### src/rtl/pkg_cpu_typedefs.sv
// rtl/pkg_cpu_typedefs.sv - shared ALU op, FSM state, opcode and datapath select encodings
package pkg_cpu_typedefs;

  localparam logic [2:0] ALU_ADD = 3'b000;
  localparam logic [2:0] ALU_SUB = 3'b001;
  localparam logic [2:0] ALU_AND = 3'b010;
  localparam logic [2:0] ALU_OR  = 3'b011;
  localparam logic [2:0] ALU_SLT = 3'b101;

  typedef enum logic [3:0] {
    S_FETCH,
    S_DECODE,
    S_MEMADR,
    S_MEMREAD,
    S_MEMWB,
    S_MEMWRITE,
    S_EXECUTER,
    S_EXECUTEI,
    S_ALUWB,
    S_BEQ,
    S_JAL
  } state_t;

  // Operation class handed to the ALU decoder; FUNCT defers to funct3/funct7b5.
  localparam logic [1:0] ALUOP_ADD   = 2'b00;
  localparam logic [1:0] ALUOP_SUB   = 2'b01;
  localparam logic [1:0] ALUOP_FUNCT = 2'b10;

  localparam logic [6:0] OP_LW  = 7'b0000011;
  localparam logic [6:0] OP_SW  = 7'b0100011;
  localparam logic [6:0] OP_R   = 7'b0110011;
  localparam logic [6:0] OP_I   = 7'b0010011;
  localparam logic [6:0] OP_BEQ = 7'b1100011;
  localparam logic [6:0] OP_JAL = 7'b1101111;

  localparam logic [1:0] RES_ALUOUT = 2'b00;
  localparam logic [1:0] RES_RDATA  = 2'b01;
  localparam logic [1:0] RES_ALURES = 2'b10;

  localparam logic [1:0] SRCA_PC    = 2'b00;
  localparam logic [1:0] SRCA_OLDPC = 2'b01;
  localparam logic [1:0] SRCA_RS1   = 2'b10;

  localparam logic [1:0] SRCB_RS2  = 2'b00;
  localparam logic [1:0] SRCB_IMM  = 2'b01;
  localparam logic [1:0] SRCB_FOUR = 2'b10;

  localparam logic [1:0] IMM_I = 2'b00;
  localparam logic [1:0] IMM_S = 2'b01;
  localparam logic [1:0] IMM_B = 2'b10;
  localparam logic [1:0] IMM_J = 2'b11;

endpackage

### src/rtl/cpu_alu_decoder.sv
// rtl/cpu_alu_decoder.sv - combinational ALU op select from op class and funct fields
module cpu_alu_decoder
  import pkg_cpu_typedefs::*;
(
  input  logic [1:0] alu_class,
  input  logic [2:0] funct3,
  input  logic       funct7b5,
  input  logic       op5,
  output logic [2:0] alu_op_sel,
  output logic       unsupported
);

  logic [2:0] funct_op;

  // unsupported reflects funct3 alone so DECODE can flag it before EXECUTE.
  always_comb begin
    funct_op    = ALU_ADD;
    unsupported = 1'b0;
    case (funct3)
      3'b000:  funct_op = (op5 && funct7b5) ? ALU_SUB : ALU_ADD;
      3'b010:  funct_op = ALU_SLT;
      3'b110:  funct_op = ALU_OR;
      3'b111:  funct_op = ALU_AND;
      default: unsupported = 1'b1;
    endcase
  end

  always_comb begin
    case (alu_class)
      ALUOP_SUB:   alu_op_sel = ALU_SUB;
      ALUOP_FUNCT: alu_op_sel = funct_op;
      default:     alu_op_sel = ALU_ADD;
    endcase
  end

endmodule

### src/rtl/cpu_main_fsm.sv
// rtl/cpu_main_fsm.sv - multi-cycle RISC-V control FSM with memory ready handshake
module cpu_main_fsm
  import pkg_cpu_typedefs::*;
#(
  parameter int ALU_SEL_W = 3
) (
  input  logic                 clk,
  input  logic                 rst,
  input  logic [6:0]           opcode,
  input  logic [2:0]           funct3,
  input  logic                 funct7b5,
  input  logic                 z_flag,
  input  logic                 mem_rdy,
  output logic                 pc_write,
  output logic                 adr_src,
  output logic                 ir_write,
  output logic                 mem_write,
  output logic                 reg_write,
  output logic [1:0]           result_src,
  output logic [1:0]           alu_src_a,
  output logic [1:0]           alu_src_b,
  output logic [1:0]           imm_src,
  output logic [ALU_SEL_W-1:0] alu_op_sel,
  output logic                 illegal_instr
);

  state_t     state_q, state_d;
  logic [1:0] alu_class;
  logic [2:0] dec_op;
  logic       funct_bad;
  logic       is_rtype, is_itype, is_known, decode_illegal;

  cpu_alu_decoder u_alu_dec (
    .alu_class   (alu_class),
    .funct3      (funct3),
    .funct7b5    (funct7b5),
    .op5         (opcode[5]),
    .alu_op_sel  (dec_op),
    .unsupported (funct_bad)
  );

  assign is_rtype = (opcode == OP_R);
  assign is_itype = (opcode == OP_I);
  assign is_known = (opcode == OP_LW) || (opcode == OP_SW) || is_rtype || is_itype ||
                    (opcode == OP_BEQ) || (opcode == OP_JAL);
  assign decode_illegal = !is_known || ((is_rtype || is_itype) && funct_bad);

  always_ff @(posedge clk) begin
    if (rst) state_q <= S_FETCH;
    else     state_q <= state_d;
  end

  always_comb begin
    state_d = state_q;
    case (state_q)
      S_FETCH:    if (mem_rdy) state_d = S_DECODE;
      S_DECODE: begin
        if (decode_illegal)                          state_d = S_FETCH;
        else if (opcode == OP_LW || opcode == OP_SW) state_d = S_MEMADR;
        else if (is_rtype)                           state_d = S_EXECUTER;
        else if (is_itype)                           state_d = S_EXECUTEI;
        else if (opcode == OP_BEQ)                   state_d = S_BEQ;
        else                                         state_d = S_JAL;
      end
      S_MEMADR:   state_d = (opcode == OP_SW) ? S_MEMWRITE : S_MEMREAD;
      S_MEMREAD:  if (mem_rdy) state_d = S_MEMWB;
      S_MEMWRITE: if (mem_rdy) state_d = S_FETCH;
      S_EXECUTER,
      S_EXECUTEI,
      S_JAL:      state_d = S_ALUWB;
      default:    state_d = S_FETCH;
    endcase
  end

  // Reset overrides everything so a write in flight is dropped in the reset cycle itself.
  always_comb begin
    pc_write      = 1'b0;
    adr_src       = 1'b0;
    ir_write      = 1'b0;
    mem_write     = 1'b0;
    reg_write     = 1'b0;
    result_src    = RES_ALUOUT;
    alu_src_a     = SRCA_PC;
    alu_src_b     = SRCB_RS2;
    imm_src       = IMM_I;
    alu_class     = ALUOP_ADD;
    illegal_instr = 1'b0;
    if (!rst) begin
      case (state_q)
        S_FETCH: begin
          alu_src_b  = SRCB_FOUR;
          result_src = RES_ALURES;
          ir_write   = mem_rdy;
          pc_write   = mem_rdy;
        end
        S_DECODE: begin
          alu_src_a     = SRCA_OLDPC;
          alu_src_b     = SRCB_IMM;
          illegal_instr = decode_illegal;
          if (opcode == OP_SW)       imm_src = IMM_S;
          else if (opcode == OP_BEQ) imm_src = IMM_B;
          else if (opcode == OP_JAL) imm_src = IMM_J;
        end
        S_MEMADR: begin
          alu_src_a = SRCA_RS1;
          alu_src_b = SRCB_IMM;
        end
        S_MEMREAD:  adr_src = 1'b1;
        S_MEMWB: begin
          result_src = RES_RDATA;
          reg_write  = 1'b1;
        end
        S_MEMWRITE: begin
          adr_src   = 1'b1;
          mem_write = 1'b1;
        end
        S_EXECUTER: begin
          alu_src_a = SRCA_RS1;
          alu_class = ALUOP_FUNCT;
        end
        S_EXECUTEI: begin
          alu_src_a = SRCA_RS1;
          alu_src_b = SRCB_IMM;
          alu_class = ALUOP_FUNCT;
        end
        S_ALUWB:    reg_write = 1'b1;
        S_BEQ: begin
          alu_src_a = SRCA_RS1;
          alu_class = ALUOP_SUB;
          pc_write  = z_flag;
        end
        S_JAL: begin
          alu_src_a = SRCA_OLDPC;
          alu_src_b = SRCB_FOUR;
          pc_write  = 1'b1;
        end
        default: ;
      endcase
    end
  end

  assign alu_op_sel = rst ? '0 : ALU_SEL_W'(dec_op);

endmodule

### config.mk
export PLATFORM = sky130hd
export DESIGN_NAME = cpu_main_fsm
export DESIGN_NICKNAME = d
export VERILOG_FILES = /design/src/rtl/pkg_cpu_typedefs.sv /design/src/rtl/cpu_alu_decoder.sv /design/src/rtl/cpu_main_fsm.sv
export SDC_FILE = /design/constraint.sdc
export NUM_CORES = 1
export LEC_CHECK = 0
export CAP_MARGIN = 30
export CORE_MARGIN = 3
export CORE_UTILIZATION = 26
export CTS_CLUSTER_DIAMETER = 60
export DETAILED_ROUTE_END_ITERATION = 10
export PLACE_DENSITY = 0.66
export SLEW_MARGIN = 5
export SYNTH_ARGS = -nofsm -noshare
export SYNTH_HDL_FRONTEND = slang
export SYNTH_SLANG_ARGS = --single-unit
### constraint.sdc
create_clock -name clk -period 4.65 [get_ports clk]
set_clock_uncertainty 0.1 [all_clocks]
set_input_delay 0.93 -clock clk [delete_from_list [all_inputs] [get_ports clk]]
set_output_delay 0.93 -clock clk [all_outputs]
set_load 0.01 [all_outputs]
; ---- Yosys cells after proc, flatten, opt, wreduce, memory -nomap -nowiden
; Index checks and enable logic that the tools add are counted.
[word_totals]
regBits = 4
latchBits = 0
ramBits = 0
rom_bits = 0
input_bits = 15
out_inout_bits = 17
word_cells = 87
mem_count = 0
[classes]
addsub = 0
multipliers = 0
div = 0
order_cmp = 0
eq_ne = 24
n_shift = 0
mux = 40
bitwise_logic = 0
n_reduce_logical = 22
[ops]
columns = op, n
row1 = 4-bit 2-to-1 mux, 7
row2 = 4-bit one-hot mux with 6 select lines, 1
row3 = 2-bit 2-to-1 mux, 10
row4 = 4-bit by 3-bit == test with 1-bit output (second input constant), 4
row5 = 2-bit one-hot mux with 2 select lines, 4
row6 = 7-bit by 6-bit == test with 1-bit output (second input constant), 2
row7 = 7-bit == test (second input constant), 2
row8 = 1-bit 2-to-1 mux, 13
row9 = 4-bit == test (second input constant), 3
row10 = 3-bit one-hot mux with 4 select lines, 1
row11 = 2-bit OR reduction, 5
row12 = 4-bit by 2-bit == test with 1-bit output (second input constant), 2
row13 = 4-bit OR reduction, 2
row14 = 7-bit by 2-bit == test with 1-bit output (second input constant), 1
row15 = 7-bit by 5-bit == test with 1-bit output (second input constant), 1
row16 = 1-bit logical OR, 7
row17 = 3-bit == test (second input constant), 2
row18 = 3-bit 2-to-1 mux, 2
row19 = 2-bit != test (second input constant), 3
row20 = 3-bit one-hot mux with 2 select lines, 1
row21 = 3-bit OR reduction, 2
row22 = 4-bit by 1-bit == test with 1-bit output (second input constant), 1
row23 = 4-bit zero test, 1
row24 = 3-bit by 2-bit == test with 1-bit output (second input constant), 1
row25 = other kinds (7), 8

; ---- Longest topological paths before layout
[logic_depth]
depth_word = 10
depth_mapped = 8
mapped_depth_nobuf = 7

; ---- Cells and area by module
; From an unflattened synthesis, not the netlist that was laid out.
[hier_totals]
hier_cells = 116
area_unflattened_um2 = 740.7
[modules_own_cells]
columns = mod, n_inst, cells_each, area_each_um2, seq_area_each_um2
row1 = cpu_main_fsm, 1, 103, 646.9, 80.1
row2 = cpu_alu_decoder, 1, 13, 93.8, 0.0

; ---- Least setup slack after synthesis
; Ideal clock, no wire load.
[synth_timing]
path_kind = in2out
startpoint = in rst
endpoint = out alu_op_sel[2]
arrival_time_ns = 2.208
required_time_ns = 3.620
slack_ns = 1.412
path_stages = 4
n_path_buf = 0
path_cell_list = or3b_2 ha_1 nor2_1 nor4b_1
[synth_via]
elab_chain_cells = 4
word_cells_on_any_way = 5
cone_classes = eq/ne (2) / mux (3)
[synth_lines]
columns = element, line_no
row1 = "start, declared", cpu_main_fsm.sv:8  ; input logic rst,
row2 = 2-bit 2-to-1 mux, cpu_main_fsm.sv:88  ; if (!rst) begin
row3 = 2-bit == test / 2-bit by 1-bit == test with 1-bit output (equally long branches), cpu_alu_decoder.sv:29  ; case (alu_class)
row4 = 3-bit one-hot mux with 2 select lines, cpu_alu_decoder.sv:29
row5 = 3-bit 2-to-1 mux *, cpu_main_fsm.sv:142  ; assign alu_op_sel = rst ? '0 : ALU_SEL_W'(dec_op);
row6 = "end, declared", cpu_main_fsm.sv:23  ; output logic [ALU_SEL_W-1:0] alu_op_sel,
; Every way passes the cells marked *; elsewhere a longest branch is shown, timed or not.

; ---- Worst setup path after layout
; Same ends and word-level chain as after synthesis.

==> impl_metrics.py <==
metrics = {
    "power": {
        "post-layout-total-power_mw": 0.135,
        "p_leak_nw": 0.373,
        "vdd_drop_max_v": 0.0000817,
        "powerDensity_mw_per_mm2": 125,
    },
    "floorplanning": {
        "start_util_pct": 28.3,
        "core-area_mm2": 0.00257,
        "die-area_mm2": 0.00346,
        "io_pins": 32,
        "dieWidth_um": 58.8,
        "die_h_um": 58.8,
        "rows": 18,
    },
    "synth": {
        "synth_cells": 109,
        "synth_edf_count": 0,
        "synthesis.nets": 126,
        "async_reset_ff_share_pct": 0,
        "yosysWarnings": 0,
        "syn-cell-area_um2": 726,
        "avgSynthCellArea_um2": 6.66,
        "synth_cell_types": 40,
        "synth_seq_cells": 4,
        "ys_seq_area_share_pct": 11.0,
        "ys.flop_type": "dfxtp_1",
    },
    "timing": {
        "rsz0062_at_grt": "no",
        "timing.setup.tns_ns": 0,
        "setup_viol": 0,
        "tightest_slew_ns": 0.694,
        "fmax_mhz": 244,
        "min_period_ns": 4.10,
        "finalCritPeriodShare_pct": 88.2,
        "finalMaxSlewViolations": 0,
        "final_hold_viol_count": 0,
        "hold_ws_ns": 0.693,
        "slew_headroom_pct": 53.7,
    },
    "setup_path": {
        "critPathBufInv": 2,
        "slowest_delay_ns": 0.59,
        "cp_max_fo": 2,
        "reg2reg_slack_ns": 2.79,
        "critPathMostFrequentCell": "clkdlybuf4s50_1",
        "reg2reg_from": "state_q[0]",
        "critPathLaunchType": "primary input",
        "cp_data_required_time_ns": 3.62,
        "path_cells": "clkdlybuf4s50_1, or3b_2, ha_1, nor2_1, nor4b_1, clkdlybuf4s50_1",
        "crit_arrival_ns": 3.07,
        "crit_path_top_delay_cell": "clkdlybuf4s50_1",
        "r2r-end": "state_q[3]",
        "critical_path.top_delay_family": "buffers and inverters",
        "path_depth": 6,
        "worst-setup-path-type": "primary input to output port",
        "worst_r2r_path_depth": 3,
        "critPathCaptureType": "output port",
    },
    "clocking": {
        "h-tree-depth": 1,
        "cts_setup_buffers": 0,
        "worstSkewPairLatency_ns": 0.23,
        "path_clk_slew_ns": 0.04,
        "root_buffer": "clkbuf_4",
        "cts_tree": "done",
        "clockBufferDepth": 2,
        "hold_buffers": 0,
        "clock-sinks": 4,
        "cts_resized": 0,
        "cts_buffers": 3,
    },
    "drt": {
        "num_vias": 892,
        "avgRoutedWirePerCell_um": 12.5,
        "first_iter_violations": 23,
        "ant_nets": 0,
        "drc": 0,
        "firstDrtPassIters": 4,
        "postRouteWirelength_um": 2110,
        "viasPerCell": 5.31,
    },
    "grt": {
        "grt_usage_pct": 13.5,
        "grt_max_degree": 22,
        "antenna_found_initial": 0,
        "grt_pass1_vias": 873,
        "grt_pass1_wl_um": 3750,
        "grt-ovfl-total": 0,
    },
    "final_layout": {
        "drive_gt1_share_pct": 4.35,
        "postLayoutCoreUtil_pct": 42.1,
        "largest_register_ffs": 4,
        "nets": 157,
        "reg_top3": "state_q (4)",
        "antennaDiodeCount": 0,
        "max_flop_register": "state_q",
        "nFillCells": 284,
        "area_growth_pct": 48.8,
    },
    "placed_design": {
        "gp_congestion": 0.797,
        "io_buffers": 31,
        "hpwl_um": 1650,
    },
    "worst_hold_path": {
        "hold_path.startpoint": "state_q[1]",
        "min_to": "state_q[3]",
        "min_path_cells": 2,
        "hold_class": "flip-flop to flip-flop",
    },
    "outcome": {
        "outcome": "complete, no violations",
    },
    "job": {
        "max_cap_violations": 0,
    },
}
-- worst reg2reg max path: stages, from the launching register on --
cell and delay [ns]:
dfxtp_1 0.66, or4b_1 0.50, or3_1 0.39, a21oi_1 0.15
-- cell type report --
type                            instances  area, um^2  area share (%)
Multi-Input combinational cell         96         611            56.5
Tap cell                               30        37.5            3.48
Inverter                                3        11.3            1.04
Timing Repair Buffer                   32         318            29.4
Clock buffer                            3        22.5            2.09
Sequential cell                         4        80.1            7.42
-- power breakdown --
group          internal (mW)  switching (mW)
logic                 0.0304          0.0229
registers             0.0353         0.00374
clock network         0.0289          0.0141
total                 0.0946          0.0407
-- through the flow --
| step | cell area [um^2] | std cells | setup WS [ns] |
|---|---|---|---|
| 2_1_floorplan | 726 | 109 | 1.41 |
| 3_3_place_gp | 1060 | 165 | 0.604 |
| 3_5_place_dp | 1060 | 165 | 0.535 |
| 4_1_cts | 1080 | 168 | 0.531 |
| 5_1_grt | 1080 | 168 | 0.338 |
| 6_report | 1080 | 168 | 0.547 |
-- worst max path at each step --
stage | from | endpoint | slack (ns)
3_3_place_gp | rst | alu_op_sel[2] | 0.60
2_1_floorplan | rst | alu_op_sel[2] | 1.41
3_5_place_dp | rst | alu_op_sel[2] | 0.54
4_1_cts | rst | alu_op_sel[2] | 0.53
6_report | rst | alu_op_sel[2] | 0.55
5_1_grt | rst | alu_op_sel[2] | 0.34
-- cell usage after synthesis (all sizes together), types with 3 or more instances --
master  count  area [um^2]
nor2       10         37.5
nor2b       9         56.3
nor3        9         45.0
nand2       7         26.3
nor3b       6         45.0
o21ai       5         25.0
a21oi       4         20.0
and3        4         25.0
clkbuf      4         15.0
dfxtp       4         80.1
o21a        4         30.0
xnor2       4         35.0
inv         3         11.3
-- layer usage --
layer / GRT usage, % / routed length (um) / up-vias
met1: 16.8 / 955 / 418
met3: 1.54 / 41 / 0
met2: 24.1 / 1110 / 14
li1: - / - / 460
met4: 3.88 / 0 / 0
met5: 0 / 0 / -
-- placed cells by master, fill, tap and decap left out, types with 2 or more instances in the layout --
| master | Yosys | layout |
|---|---|---|
| nor2b_1 | 9 | 9 |
| a31oi_1 | 2 | 2 |
| xnor2_1 | 4 | 4 |
| dfxtp_1 | 4 | 4 |
| o21a_1 | 4 | 4 |
| nor2_1 | 10 | 10 |
| nand2b_1 | 2 | 2 |
| o21ai_0 | 5 | 5 |
| clkbuf_4 | 0 | 3 |
| nand4_1 | 2 | 2 |
| inv_1 | 3 | 3 |
| a21o_1 | 2 | 2 |
| a21boi_0 | 2 | 2 |
| nand2_1 | 7 | 7 |
| ha_1 | 2 | 2 |
| a21oi_1 | 4 | 4 |
| nor3b_1 | 6 | 6 |
| clkdlybuf4s50_1 | 0 | 31 |
| and3_1 | 4 | 4 |
| nor3_1 | 9 | 9 |
| nand3_1 | 2 | 2 |
| nand3b_1 | 2 | 2 |
| or3_1 | 2 | 2 |
-- cells by family (layout without fill, tap and decap cells) --
family | Yosys count | in the layout | synth area share [%]
buffers and inverters | 9 | 38 | 4.83
DFF | 4 | 4 | 11.0
AOI/OAI and AO/OA | 25 | 25 | 23.1
adders and majority gates | 2 | 2 | 3.45
muxes | 1 | 1 | 1.38
xor gates and xnor gates | 4 | 4 | 4.83
and+or+nand+nor | 64 | 64 | 51.4
(Power assumes the default switching activity.)
